File: src/rtl/segment_if_id.sv
// IF/ID pipeline register: captures fetch PC and instruction, exposes pre-sliced fields to decode.
// Latency 1 cycle; optional stall/flush ports under SEGMENT_IF_ID_STALL_FLUSH_EN.
module segment_if_id #(
  parameter logic [31:0] RESET_PC    = 32'h0000_0000,
  parameter logic [31:0] RESET_INSTR = 32'h0000_0000
) (
  input  logic        clk,
  input  logic        rst,
  input  logic [31:0] pc_out,
  input  logic [31:0] instruction,
  output logic [31:0] pc,
  output logic [1:0]  instr_31_30,
  output logic [4:0]  instr_29_25,
  output logic [3:0]  instr_27_24,
  output logic [3:0]  instr_21_18,
  output logic [3:0]  instr_20_17,
  output logic [3:0]  instr_7_4,
  output logic [3:0]  instr_23_20,
  output logic [3:0]  instr_16_13,
  output logic [3:0]  instr_25_22,
  output logic [3:0]  instr_24_21,
  output logic [3:0]  instr_11_8,
  output logic [27:0] instr_27_0
`ifdef SEGMENT_IF_ID_STALL_FLUSH_EN
  ,
  input  logic        stall,
  input  logic        flush
`endif
);

  logic [31:0] pc_q, pc_d;
  logic [31:0] ir_q, ir_d;

`ifdef SEGMENT_IF_ID_STALL_FLUSH_EN
  // Flush inserts a bubble and wins over stall.
  always_comb begin
    pc_d = pc_out;
    ir_d = instruction;
    if (flush) begin
      pc_d = RESET_PC;
      ir_d = RESET_INSTR;
    end else if (stall) begin
      pc_d = pc_q;
      ir_d = ir_q;
    end
  end
`else
  always_comb begin
    pc_d = pc_out;
    ir_d = instruction;
  end
`endif

  always_ff @(posedge clk or negedge rst) begin
    if (!rst) begin
      pc_q <= RESET_PC;
      ir_q <= RESET_INSTR;
    end else begin
      pc_q <= pc_d;
      ir_q <= ir_d;
    end
  end

  // Fields come from the held word only, so decode never sees a mid-cycle fetch change.
  assign pc          = pc_q;
  assign instr_31_30 = ir_q[31:30];
  assign instr_29_25 = ir_q[29:25];
  assign instr_27_24 = ir_q[27:24];
  assign instr_21_18 = ir_q[21:18];
  assign instr_20_17 = ir_q[20:17];
  assign instr_7_4   = ir_q[7:4];
  assign instr_23_20 = ir_q[23:20];
  assign instr_16_13 = ir_q[16:13];
  assign instr_25_22 = ir_q[25:22];
  assign instr_24_21 = ir_q[24:21];
  assign instr_11_8  = ir_q[11:8];
  assign instr_27_0  = ir_q[27:0];

endmodule

File: config.mk
export PLATFORM = sky130hd
export DESIGN_NAME = segment_if_id
export DESIGN_NICKNAME = d
export VERILOG_FILES = /design/src/rtl/segment_if_id.sv
export SDC_FILE = /design/constraint.sdc
export NUM_CORES = 1
export LEC_CHECK = 0
export BUFFER_PORTS_ARGS = -buffer_cell sky130_fd_sc_hd__buf_2
export CAP_MARGIN = 20
export CORE_MARGIN = 3
export CORE_UTILIZATION = 36
export DETAILED_ROUTE_END_ITERATION = 8
export PLACE_DENSITY = 0.77
export SLEW_MARGIN = 20
export SYNTH_ARGS = -nofsm -noshare
export SYNTH_HDL_FRONTEND = slang
export SYNTH_SLANG_ARGS = --single-unit
File: constraint.sdc
create_clock -name clk -period 1.7 [get_ports clk]
set_input_delay 0.34 -clock clk [delete_from_list [all_inputs] [get_ports clk]]
set_output_delay 0.34 -clock clk [all_outputs]
set_load 0.005 [all_outputs]
## After elaboration in Yosys (flattened, before gate mapping)

Index checks and enable logic that the tools add are counted.

- Logic and storage cells: 2
- Memory bits (read-only): 0
- Memories kept: 0
- Output and inout bits: 103
- Bits in latches: 0
- Input port bits: 66
- RAM bits: 0
- Bits in registers: 64

- Multiply operators: 0
- Muxes and demuxes: 0
- Shift operators: 0
- Div/mod/pow operators: 0
- Reduce and logical (&&, ||, !) cells: 0
- Order comparisons: 0
- Bitwise operators: 0
- Equal/unequal tests: 0
- Add/subtract/negate cells: 0

## Depth between registers and ports, before layout

- Depth after elaboration: 0
- Depth in mapped cells: 1

## Least setup slack after synthesis

Ideal clock, no wire load.

- Path kind: flip-flop to output port
- Start point: register ir_q[20]
- End point: output instr_21_18[2]
- Data arrival time: 528 ps
- Path slack: 832 ps
- Cell stages (with the launch flop): 2
- Path through: dfrtp_1 > buf_4

RTL lines:

| item | line | RTL |
|---|---|---|
| start, declared | 32 | `logic [31:0] ir_q, ir_d;` |
| start signal, assigned | 60 | `ir_q <= ir_d;` |
| end, declared | 15 | `output logic [3:0] instr_21_18,` |

No word-level cell between the ends.

## Worst setup path after layout

- Start point: register ir_q[20]
- End point: output instr_20_17[3]

RTL lines:

| item | line | RTL |
|---|---|---|
| end, declared | 16 | `output logic [3:0] instr_20_17,` |

No word-level cell between the ends.

==> results_dict.tcl <==
set metrics [dict create \
    combPwrFrac_pct 7.5 \
    async_flop_share_pct 100 \
    ys.flop_type "dfrtp_1" \
    max_freq_mhz 834 \
    via_per_inst 4.07 \
    final.min_clock_period_ns 1.20 \
    worstSetupPathType "register to output port" \
    dr.pass1.iters 4 \
    fp.dieH_um 78.5 \
    core_um2 4910 \
    fin_tns_setup_ns 0 \
    cts_buffers 9 \
    postCtsHoldBufs 0 \
    crit_family "flip-flops" \
    synth_common_cells "dfrtp_1, buf_4" \
    critPathArrivalTime_ns 0.86 \
    setup_viol 0 \
    cts_root_buffer "clkbuf_8" \
    critPathCapture "instr_20_17[3]" \
    dpl_cell_area_um2 2550 \
    fin_nets 310 \
    fin_area_um2 2780 \
    drt-initial-drc-count 28 \
    clockBufferDepth 2 \
    ios 169 \
    ys_seq_area_share_pct 84.5 \
    synth_cell_types 2 \
    p_int_mw 2.65 \
    totalWireLength_mm 4.56 \
    track_usage_pct 14.8 \
    grt_pass1_wl_mm 6.46 \
    ir_worst_vdd_mv 0.734 \
    yosysMostFrequentCell "dfrtp_1" \
    antenna_found_initial 0 \
    syn_inst 103 \
    power_frac_seq_pct 48.9 \
    clock-sinks 64 \
    yosys_register_bits 64 \
    startpoint_type "register" \
    pre_cts_ws_ns 0.833 \
    critical_path.max_stage_delay_ns 0.40 \
    layout-drive-gt1-share_pct 73.9 \
    cp-end-kind "output port" \
    multi_input_cells 0 \
    nFillCells 436 \
    start_util_pct 38.6 \
    grt_pass1_vias 1292 \
    avgSynthCellArea_um2 18.4 \
    place_hpwl_mm 3.65 \
    hold_viol 0 \
    critPathBufInv 1 \
    worstPathRequired_ns 1.36 \
    place_congestion 0.732 \
    numPortBuffers 168 \
    wl_per_cell_um 14.4 \
    post_cts_resize_count 0 \
    yosys.area.top_type "dfrtp_1" \
    swShare_pct 20.5 \
    drv_slew 0 \
    dieArea_um2 6170 \
    multi_input_area_um2 0 \
    setup_ws_ns 0.500 \
    mappedNetlistNets 169 \
    cap_violations 0 \
    powerDensity_nw_per_um2 1200 \
    startpoint "ir_q[20]" \
    antennaDiodeCount 0 \
    yosys_warnings 0 \
    syn_to_final_growth_pct 46.6 \
    rows 25 \
    cp_slowest_cell "dfrtp_1" \
    cts_tree "done" \
    cp_cell_sequence "buf_2" \
    synth_area_leaders "dfrtp_1, buf_4" \
    power_leakage_nw 1.53 \
    synth_edf_count 0 \
    min_path_type "primary input to async pin" \
    overflow 0 \
    status "completed" \
    ant_nets 0 \
    worst_pin_slew_ns 0.330 \
    crit_path_max_fanout 4 \
    period_share_pct 70.6 \
    clk_pin_slew_ns 0.06 \
    yosys.area.top_type_share_pct 84.5 \
    clockPowerShare_pct 43.6 \
    htree_levels 3 \
    grt_max_degree 65 \
    rsz0062_at_grt "no" \
    drc 0 \
    switching_power_mw 0.680 \
    slew-limit-headroom_pct 78.0 \
    seq_area_um2 1600 \
    hold-worst-slack_ns 0.0134 \
    dr_total_vias 1286 \
    fp.dieW_um 78.5 \
    synth_area_um2 1890 \
    crit_cells 1 \
    cts_setup_buffers 0 \
]
[kinds of logic after synthesis]
group | synth area share [%]
buffers and inverters | 15.5
flip-flops | 84.5
[per-stage QoR]
step / util, % / power, mW / cells
floorplan: - / 1.74 / 103
global placement: 51.8 / 1.90 / 300
detailed placement: 51.8 / 1.91 / 300
CTS: 56.6 / 3.37 / 316
global route: 56.6 / 3.48 / 316
finish: 56.6 / 3.33 / 316
[power by group through the flow]
stage,Sequential [mW],Combinational (mW),Clock (mW)
detailed placement,1.66,0.258,0
global route,1.63,0.277,1.57
global placement,1.65,0.251,0
finish,1.63,0.250,1.45
CTS,1.63,0.259,1.49
floorplan,1.67,0.0728,0
[flip-flops by register name (all words and copies together) (netlist names)]
name	cells
ir_q	32
pc	32
[layer usage]
| metal | global-route usage (%) | wire length [um] | up-vias |
|---|---|---|---|
| met5 | 0 | 0 | - |
| met4 | 9.97 | 143 | 0 |
| met1 | 11.4 | 1220 | 623 |
| met3 | 5.73 | 392 | 15 |
| met2 | 29.1 | 2810 | 87 |
| li1 | - | - | 561 |
[how the worst min path moves through the flow]
stage	start	end	slack (ns)	cells past startpoint
after CTS	rst	pc[25]	0.02	2
after detailed placement	rst	pc[5]	0.38	2
after global placement	rst	ir_q[24]	0.37	2
after global routing	rst	pc[5]	0.04	2
after floorplan	rst	ir_q[0]	0.04	0
final	rst	pc[5]	0.01	2
[final cells by class]
class                   count  share of cell area, %
repair buffers            169                   31.0
flip-flops and latches     64                   57.7
well taps                  67                   3.02
clock buffers              12                   5.59
clock inverters             4                   2.75
[cell usage in the layout, fill, tap and decap left out, drive strengths merged]
cell / instances
clkbuf: 12
buf: 169
bufinv: 2
dfrtp: 64
clkinv: 1
clkinvlp: 1
(Power assumes the default switching activity.)
